`src/rtl/grabber_scheduler_pkg.sv`:
```
// Shared types and constants for the grabber harvest scheduler.
package grabber_scheduler_pkg;

  typedef enum logic [2:0] {
    S_IDLE,
    S_HEADER,
    S_START,
    S_WAIT_RPT,
    S_PASS,
    S_NEXT,
    S_ERR
  } gs_state_t;

  localparam logic [7:0] GS_HDR_BASE = 8'hA0;
  localparam logic [7:0] GS_ERR_BYTE = 8'hEE;

  function automatic logic [7:0] gs_hdr_byte(input logic [3:0] sel);
    return GS_HDR_BASE | {4'h0, sel};
  endfunction

endpackage

```
`src/rtl/gs_prio_pick.sv`:
```
// Lowest-set-bit finder: returns the index of the lowest set bit and an any flag.
module gs_prio_pick #(
  parameter int unsigned N  = 4,
  parameter int unsigned IW = $clog2(N)
) (
  input  logic [N-1:0]  vec_i,
  output logic [IW-1:0] idx_o,
  output logic          any_o
);

  always_comb begin
    idx_o = '0;
    any_o = 1'b0;
    for (int unsigned i = 0; i < N; i++) begin
      if (vec_i[i] && !any_o) begin
        idx_o = IW'(i);
        any_o = 1'b1;
      end
    end
  end

endmodule

```
`src/rtl/grabber_scheduler.sv`:
```
// Harvest sequencer / byte arbiter for a bank of stream_grabber instances.
// Define GRABBER_SCHEDULER_HEADER_EN to frame each grabber dump with an 0xA0|sel header byte.
module grabber_scheduler
  import grabber_scheduler_pkg::*;
#(
  parameter int unsigned NUM_GRABBERS = 4,
  parameter int unsigned TIMEOUT_BITS = 8
) (
  input  logic                      clk,
  input  logic                      arst,
  input  logic                      harvest_req,
  input  logic [NUM_GRABBERS-1:0]   enable_mask,
  output logic                      busy,
  output logic [NUM_GRABBERS-1:0]   start_harvest,
  input  logic [NUM_GRABBERS-1:0]   reporting,
  input  logic [8*NUM_GRABBERS-1:0] byte_in,
  input  logic [NUM_GRABBERS-1:0]   byte_in_valid,
  output logic [NUM_GRABBERS-1:0]   byte_in_ready,
  output logic [7:0]                byte_out,
  output logic                      byte_out_valid,
  input  logic                      byte_out_ready,
  output logic                      timeout_err
);

  localparam int unsigned SW = $clog2(NUM_GRABBERS);
  localparam logic [NUM_GRABBERS-1:0] ONE = NUM_GRABBERS'(1);

`ifdef GRABBER_SCHEDULER_HEADER_EN
  localparam bit HeaderEn = 1'b1;
`else
  localparam bit HeaderEn = 1'b0;
`endif

  localparam gs_state_t FirstState = HeaderEn ? S_HEADER : S_START;

  gs_state_t               state_q, state_d;
  logic [NUM_GRABBERS-1:0] mask_q, mask_d;
  logic [SW-1:0]           sel_q, sel_d;
  logic [TIMEOUT_BITS-1:0] wdog_q, wdog_d;
  logic [7:0]              out_q, out_d;
  logic                    out_vld_q, out_vld_d;
  logic                    terr_q, terr_d;

  logic [7:0]              in_byte [NUM_GRABBERS];
  logic [NUM_GRABBERS-1:0] sel_onehot;
  logic [NUM_GRABBERS-1:0] pick_vec;
  logic [SW-1:0]           pick_idx;
  logic                    pick_any;
  logic                    slot_free;
  logic                    cur_rpt;
  logic                    cur_vld;

  always_comb begin
    for (int unsigned i = 0; i < NUM_GRABBERS; i++) begin
      in_byte[i] = byte_in[8*i +: 8];
    end
  end

  assign sel_onehot = ONE << sel_q;
  assign slot_free  = !out_vld_q || byte_out_ready;
  assign cur_rpt    = reporting[sel_q];
  assign cur_vld    = byte_in_valid[sel_q];

  // One finder serves both IDLE (fresh mask) and NEXT (mask minus the grabber just finished).
  assign pick_vec = (state_q == S_IDLE) ? enable_mask : (mask_q & ~sel_onehot);

  gs_prio_pick #(
    .N  (NUM_GRABBERS),
    .IW (SW)
  ) u_pick (
    .vec_i (pick_vec),
    .idx_o (pick_idx),
    .any_o (pick_any)
  );

  always_comb begin
    state_d       = state_q;
    mask_d        = mask_q;
    sel_d         = sel_q;
    wdog_d        = wdog_q;
    out_d         = out_q;
    out_vld_d     = out_vld_q && !byte_out_ready;
    terr_d        = terr_q;
    start_harvest = '0;
    byte_in_ready = '0;

    case (state_q)
      S_IDLE: begin
        if (harvest_req) begin
          mask_d = enable_mask;
          terr_d = 1'b0;
          sel_d  = pick_idx;
          if (pick_any) begin
            state_d = FirstState;
          end
        end
      end

      S_HEADER: begin
        if (slot_free) begin
          out_d     = gs_hdr_byte(4'(sel_q));
          out_vld_d = 1'b1;
          state_d   = S_START;
        end
      end

      S_START: begin
        start_harvest = sel_onehot;
        wdog_d        = '0;
        state_d       = S_WAIT_RPT;
      end

      S_WAIT_RPT: begin
        if (cur_rpt) begin
          state_d = S_PASS;
        end else if (wdog_q == '1) begin
          state_d = S_ERR;
        end else begin
          wdog_d = wdog_q + 1'b1;
        end
      end

      S_PASS: begin
        byte_in_ready = sel_onehot & {NUM_GRABBERS{slot_free}};
        // Reporting was high on entry, so low here is the falling edge; a byte
        // still offered alongside it is drained before moving on.
        if (cur_vld && slot_free) begin
          out_d     = in_byte[sel_q];
          out_vld_d = 1'b1;
        end else if (!cur_rpt && !cur_vld) begin
          state_d = S_NEXT;
        end
      end

      S_ERR: begin
        if (slot_free) begin
          out_d     = GS_ERR_BYTE;
          out_vld_d = 1'b1;
          terr_d    = 1'b1;
          state_d   = S_NEXT;
        end
      end

      S_NEXT: begin
        mask_d = mask_q & ~sel_onehot;
        if (pick_any) begin
          sel_d   = pick_idx;
          state_d = FirstState;
        end else begin
          state_d = S_IDLE;
        end
      end

      default: state_d = S_IDLE;
    endcase
  end

  always_ff @(posedge clk or posedge arst) begin
    if (arst) begin
      state_q   <= S_IDLE;
      mask_q    <= '0;
      sel_q     <= '0;
      wdog_q    <= '0;
      out_q     <= '0;
      out_vld_q <= 1'b0;
      terr_q    <= 1'b0;
    end else begin
      state_q   <= state_d;
      mask_q    <= mask_d;
      sel_q     <= sel_d;
      wdog_q    <= wdog_d;
      out_q     <= out_d;
      out_vld_q <= out_vld_d;
      terr_q    <= terr_d;
    end
  end

  assign busy           = (state_q != S_IDLE);
  assign byte_out       = out_q;
  assign byte_out_valid = out_vld_q;
  assign timeout_err    = terr_q;

endmodule

```
`config.mk`:
```
export PLATFORM = sky130hd
export DESIGN_NAME = grabber_scheduler
export DESIGN_NICKNAME = d
export VERILOG_FILES = /design/src/rtl/grabber_scheduler_pkg.sv /design/src/rtl/gs_prio_pick.sv /design/src/rtl/grabber_scheduler.sv
export SDC_FILE = /design/constraint.sdc
export NUM_CORES = 1
export LEC_CHECK = 0
export CORE_AREA = 2 2 68 64
export DETAILED_ROUTE_END_ITERATION = 6
export DIE_AREA = 0 0 70 66
export GPL_TIMING_DRIVEN = 0
export PLACE_DENSITY = 0.92
export RECOVER_POWER = 25
export SKIP_CTS_REPAIR_TIMING = 1
export SYNTH_ARGS = -nofsm -noshare
export SYNTH_HDL_FRONTEND = slang
export SYNTH_HIERARCHICAL = 1
export SYNTH_SLANG_ARGS = --single-unit
```
`constraint.sdc`:
```
create_clock -name clk -period 3.3 [get_ports clk]
set_input_delay 0.99 -clock clk [delete_from_list [all_inputs] [get_ports clk]]
set_output_delay 0.99 -clock clk [all_outputs]
set_load 0.005 [all_outputs]
```
==> flow_summary.json, run 1 <==
{
  "hold_ws_ns": 0.505,
  "regToRegStartpoint": "sel_q[1]$_DFFE_PP0P_",
  "switching_share": 0.411,
  "wl_met2_um": 2530,
  "insertion_delay_ns": 0.28,
  "grt_pass1_vias": 1736,
  "finalClockSkew_ns": 0.00550,
  "grt_pass1_wl_um": 7910,
  "first_pass_iters": 4,
  "drc_errors": 0,
  "cp.depth": 5,
  "nFillCells": 287,
  "cts_max_level": 1,
  "cap_violations": 0,
  "area_growth_pct": 44.1,
  "path_max_fanout": 10,
  "core_sq_um": 3910,
  "clock_sinks": 27,
  "m1WireLength_um": 1880,
  "nets": 311,
  "via_per_inst": 5.75,
  "cp_cell_sequence": "clkbuf_1, clkbuf_2, nand2_1, nor2_1, clkdlybuf4s50_1",
  "syn_avg_cell_area_sq_um": 9.41,
  "gp_congestion": 0.844,
  "tns_ns": 0,
  "vias": 1776,
  "numPortBuffers": 66,
  "chipHeight_um": 66,
  "worst_pin_slew_ns": 1.07,
  "finalCriticalPeriod_ns": 3.14,
  "crit_family": "buffers and inverters",
  "cp_slowest_cell": "clkdlybuf4s50_1",
  "start_kind": "flip-flop",
  "cts_buffers": 3,
  "cts.path.max_buffers": 2,
  "first_iter_violations": 99,
  "final_common_cell": "clkdlybuf4s50_1",
  "intPower_mw": 1.05,
  "cts.clk_slew.worst_paths_ns": 0.09,
  "syn_inst": 191,
  "synth_seq_cells": 27,
  "combPwrFrac": 0.602,
  "rr_worst_depth": 9,
  "drive_gt1_frac": 0.0920,
  "dp_hpwl_um": 3720,
  "dieArea_sq_um": 4620,
  "die_w_um": 70,
  "drv_slew": 0,
  "tritoncts": "done",
  "grt_max_degree": 28,
  "startpoint": "sel_q[1]$_DFFE_PP0P_",
  "start_util": 0.460,
  "syn-num-nets": 240,
  "row_count": 22,
  "min-delay-path-class": "reg -> reg",
  "status": "finished clean",
  "rsz0062_at_grt": "false",
  "grt_usage": 0.215,
  "ctsRootBufferMaster": "clkbuf_8",
  "crit_path_end": "start_harvest[3]",
  "seq_power_share": 0.290,
  "wl_met3_um": 286,
  "ff2ff_setup_slack_ns": 0.74,
  "critical_path_required_ns": 2.31,
  "antenna_found_initial": 0,
  "path_buf_inv": 3,
  "yosys.cell_types.count": 41,
  "worstSetupEndpointType": "primary output",
  "antenna_left": 0,
  "switching_power_uw": 733,
  "yosys_warnings": 6,
  "rr_endpoint": "sel_q[0]$_DFFE_PP0P_",
  "placed_area_sq_um": 2520,
  "final_cell_mix": "60 x clkdlybuf4s50_1, 27 x dfrtp_1, 19 x nand2_1, 19 x o21ai_0, 17 x nor2_1",
  "max_stage_delay_ns": 0.50,
  "fin_crit_sh": 0.951,
  "clkPwrFrac": 0.108,
  "ys_seq_area_frac": 0.376,
  "drt-total-wl_um": 4790,
  "leakage_nw": 1.10,
  "critPathArrivalTime_ns": 2.15,
  "critPathKind": "reg -> out",
  "finalHoldViolations": 0,
  "top_layer": "met4",
  "ios": 67,
  "clock.fmax_ghz": 0.319,
  "ir_worst_vdd_uv": 370,
  "multiInputGateArea_sq_um": 1040,
  "final_area_sq_um": 2590,
  "n_antenna_cell": 0,
  "syn-cell-area_sq_um": 1800,
  "power_per_cell_area_nw_per_um2": 688,
  "seq_area_sq_um": 676,
  "relSlewSlack": 0.288,
  "min-delay-start": "mask_q[0]$_DFFE_PP0P_",
  "grt_remaining_overflow": 0,
  "wl_per_cell_um": 15.5,
  "setup_viol": 0
}
-- area by class of cell --
type	count	share of cell area
multi-input cells	141	0.402
clock buffers	4	0.0174
plain buffers	10	0.0184
inverters	13	0.0188
repair buffers	66	0.259
well taps	48	0.0232
flip-flops and latches	27	0.261
-- synthesized netlist by cell type, drive strengths merged --
cell / number / share of area
buf: 3 / 0.011
a31oi: 1 / 0.0035
nor4: 1 / 0.0035
a22o: 5 / 0.024
ha: 1 / 0.0070
nor3: 5 / 0.014
and3b: 1 / 0.0049
o31ai: 3 / 0.013
mux4: 10 / 0.14
a21oi: 13 / 0.040
nand4: 1 / 0.0035
or4: 3 / 0.013
and4: 1 / 0.0049
nand3b: 2 / 0.0084
nand2b: 5 / 0.017
nand3: 5 / 0.014
nor2b: 2 / 0.0070
mux2: 6 / 0.038
or2b: 1 / 0.0042
mux2i: 4 / 0.022
clkbuf: 7 / 0.015
nand2: 20 / 0.042
and3: 1 / 0.0035
nor2: 17 / 0.036
or4b: 1 / 0.0056
xnor2: 1 / 0.0049
o221ai: 1 / 0.0049
a211o: 1 / 0.0049
or3: 4 / 0.014
and2: 2 / 0.0070
inv: 13 / 0.027
a41oi: 1 / 0.0049
a211oi: 1 / 0.0042
o21ai: 19 / 0.053
nor4b: 1 / 0.0049
a31o: 1 / 0.0049
dfrtp: 27 / 0.38
-- how the worst min path moves through the flow --
| stage | endpoint | slack (ns) | cells after the start |
|---|---|---|---|
| after floorplan | mask_q[0]$_DFFE_PP0P_ | 0.46 | 1 |
| after global placement | mask_q[0]$_DFFE_PP0P_ | 0.48 | 1 |
| after detailed placement | mask_q[0]$_DFFE_PP0P_ | 0.48 | 1 |
| after CTS | mask_q[0]$_DFFE_PP0P_ | 0.51 | 1 |
| after global routing | byte_out[7]$_DFFE_PP0P_ | 0.54 | 1 |
| final | mask_q[0]$_DFFE_PP0P_ | 0.51 | 1 |
-- sequential cells by signal, summed over array words and instances (netlist names) --
signal	cells
byte_out	8
byte_out_valid	1
mask_q	4
sel_q	2
state_q	3
timeout_err	1
wdog_q	8
-- metrics by stage --
stage          setup slack [ns]  total power [mW]   util  instances
2_1_floorplan             0.758              1.20      -        191
3_3_place_gp             -0.205              1.53  0.644        305
3_5_place_dp             -0.202              1.56  0.644        305
4_1_cts                  -0.192              1.76  0.656        309
5_1_grt                  0.0149              1.91  0.662        309
6_report                  0.162              1.78  0.662        309
-- layer usage --
metal,global-route usage,vias to the layer above
li1,-,839
met1,0.250,846
met4,0.0649,0
met5,0,-
met2,0.412,80
met3,0.0290,11
-- power groups by stage --
stage	Sequential [mW]	Combinational [mW]	Clock (mW)
2_1_floorplan	0.505	0.697	0
3_3_place_gp	0.509	1.02	0
3_5_place_dp	0.514	1.05	0
4_1_cts	0.509	1.06	0.192
5_1_grt	0.532	1.18	0.205
6_report	0.516	1.07	0.193
-- logic make-up after synthesis --
family                   share of synthesized area
buffers and inverters                       0.0529
AO/OA/AOI/OAI                                0.157
flip-flops                                   0.376
adder cells (fa/ha/maj)                    0.00696
AND/OR/NAND/NOR                              0.206
multiplexers                                 0.196
XOR/XNOR                                   0.00488
Power figures use the tool's default switching activity.
==> inputs of run 2 (changes only) <==
Settings changed: CORE_AREA 2 2 68 64 to 2 2 60 57, DIE_AREA 0 0 70 66 to 0 0 62 59, DONT_BUFFER_PORTS set to 1, PLACE_DENSITY 0.92 to 0.84.
==> flow_summary.json, run 2 (same netlist as run 1, synthesis figures left out) <==
{
  "dieArea_sq_um": 3660,
  "leakage_nw": 0.751,
  "tritoncts": "done",
  "start_kind": "flip-flop",
  "ff2ff_setup_slack_ns": 0.40,
  "cts_buffers": 3,
  "first_pass_iters": 4,
  "drive_gt1_frac": 0.108,
  "critPathKind": "reg -> out",
  "combPwrFrac": 0.563,
  "clkPwrFrac": 0.097,
  "cts.clk_slew.worst_paths_ns": 0.15,
  "wl_per_cell_um": 18.4,
  "n_antenna_cell": 0,
  "ios": 67,
  "multiInputGateArea_sq_um": 1030,
  "cts_max_level": 1,
  "critical_path_required_ns": 2.31,
  "grt_pass1_wl_um": 7040,
  "final_common_cell": "dfrtp_1",
  "first_iter_violations": 149,
  "switching_share": 0.449,
  "cts.path.max_buffers": 2,
  "status": "finished clean",
  "dp_hpwl_um": 3370,
  "antenna_left": 0,
  "antenna_found_initial": 0,
  "worstHoldPathCells": 1,
  "drv_slew": 0,
  "relSlewSlack": 0.304,
  "drc_errors": 0,
  "start_util": 0.605,
  "finalCriticalPeriod_ns": 2.94,
  "ctsRootBufferMaster": "clkbuf_4",
  "area_growth_pct": 4.60,
  "grt_pass1_vias": 1483,
  "grt_usage": 0.258,
  "worst_pin_slew_ns": 1.04,
  "tns_ns": 0,
  "vias": 1578,
  "nets": 245,
  "final_area_sq_um": 1880,
  "power_per_cell_area_nw_per_um2": 821,
  "chipHeight_um": 59,
  "rr_worst_depth": 9,
  "insertion_delay_ns": 0.34,
  "ir_worst_vdd_uv": 477,
  "intPower_uw": 850,
  "critPathArrivalTime_ns": 1.95,
  "rsz0062_at_grt": "false",
  "setup_viol": 0,
  "pre_cts_ws_ns": 0.539,
  "grt_max_degree": 28,
  "grt_remaining_overflow": 0,
  "drt-total-wl_um": 4360,
  "cap_violations": 0,
  "clock.fmax_ghz": 0.340,
  "row_count": 19,
  "fin_crit_sh": 0.891,
  "path_max_fanout": 10,
  "die_w_um": 62,
  "finalClockSkew_ns": 0.00860,
  "final_cell_mix": "27 x dfrtp_1, 20 x nand2_1, 19 x o21ai_0",
  "gp_congestion": 0.835,
  "switching_power_uw": 693,
  "core_sq_um": 2970,
  "finalHoldViolations": 0,
  "seq_power_share": 0.340,
  "clock_sinks": 27,
  "min-delay-path-class": "reg -> reg",
  "seq_area_sq_um": 676,
  "placed_area_sq_um": 1850,
  "nFillCells": 256,
  "via_per_inst": 6.66,
  "fin_ws_ns": 0.361,
  "numPortBuffers": 0,
  "worstSetupEndpointType": "primary output"
}
## run 2: per-layer routing
layer | track usage | up-vias | wire (um)
li1 | - | 708 | -
met3 | 0.0546 | 13 | 283
met4 | 0.103 | 0 | 97
met5 | 0 | - | 0
met1 | 0.349 | 780 | 1770
met2 | 0.402 | 77 | 2210
## run 2: metrics by stage
step | utilization | std cells | hold slack [ns] | total power, mW
final | 0.632 | 237 | 0.522 | 1.54
after global routing | 0.632 | 237 | 0.554 | 1.67
after CTS | 0.632 | 237 | 0.529 | 1.54
after detailed placement | 0.622 | 233 | 0.490 | 1.39
after global placement | 0.622 | 233 | 0.482 | 1.34
after floorplan | - | 191 | 0.460 | 1.20
## run 2: path summary, 6_finish.rpt
kind                                        startpoint                 endpoint
worst max-delay path            state_q[0]$_DFFE_PP0P_                     busy
worst max register to register  state_q[0]$_DFFE_PP0P_     sel_q[0]$_DFFE_PP0P_
worst min register to register   mask_q[1]$_DFFE_PP0P_    mask_q[1]$_DFFE_PP0P_
min in group asynchronous                         arst  byte_out[2]$_DFFE_PP0P_
worst min-delay path             mask_q[1]$_DFFE_PP0P_    mask_q[1]$_DFFE_PP0P_
max in group asynchronous                         arst  byte_out[5]$_DFFE_PP0P_
## run 2: final cells by class
| class | count | share of cell area |
|---|---|---|
| Multi-Input combinational cell | 141 | 0.546 |
| Sequential cell | 27 | 0.360 |
| Tap cell | 42 | 0.0280 |
| Inverter | 13 | 0.0260 |
| Buffer | 10 | 0.0246 |
| Clock buffer | 3 | 0.0120 |
| Clock inverter | 1 | 0.00399 |
## run 2: power groups by stage
stage	sequential (mW)	combinational, mW	clock [mW]
floorplan	0.505	0.697	0
global placement	0.522	0.816	0
detailed placement	0.530	0.855	0
CTS	0.524	0.860	0.152
global route	0.536	0.963	0.173
finish	0.524	0.870	0.150
## run 2: worst max-delay path, stage by stage (launching register included)
cell	delay [ns]
dfrtp_1	0.45
clkbuf_1	0.23
nor3_1	0.79
inv_1	0.14
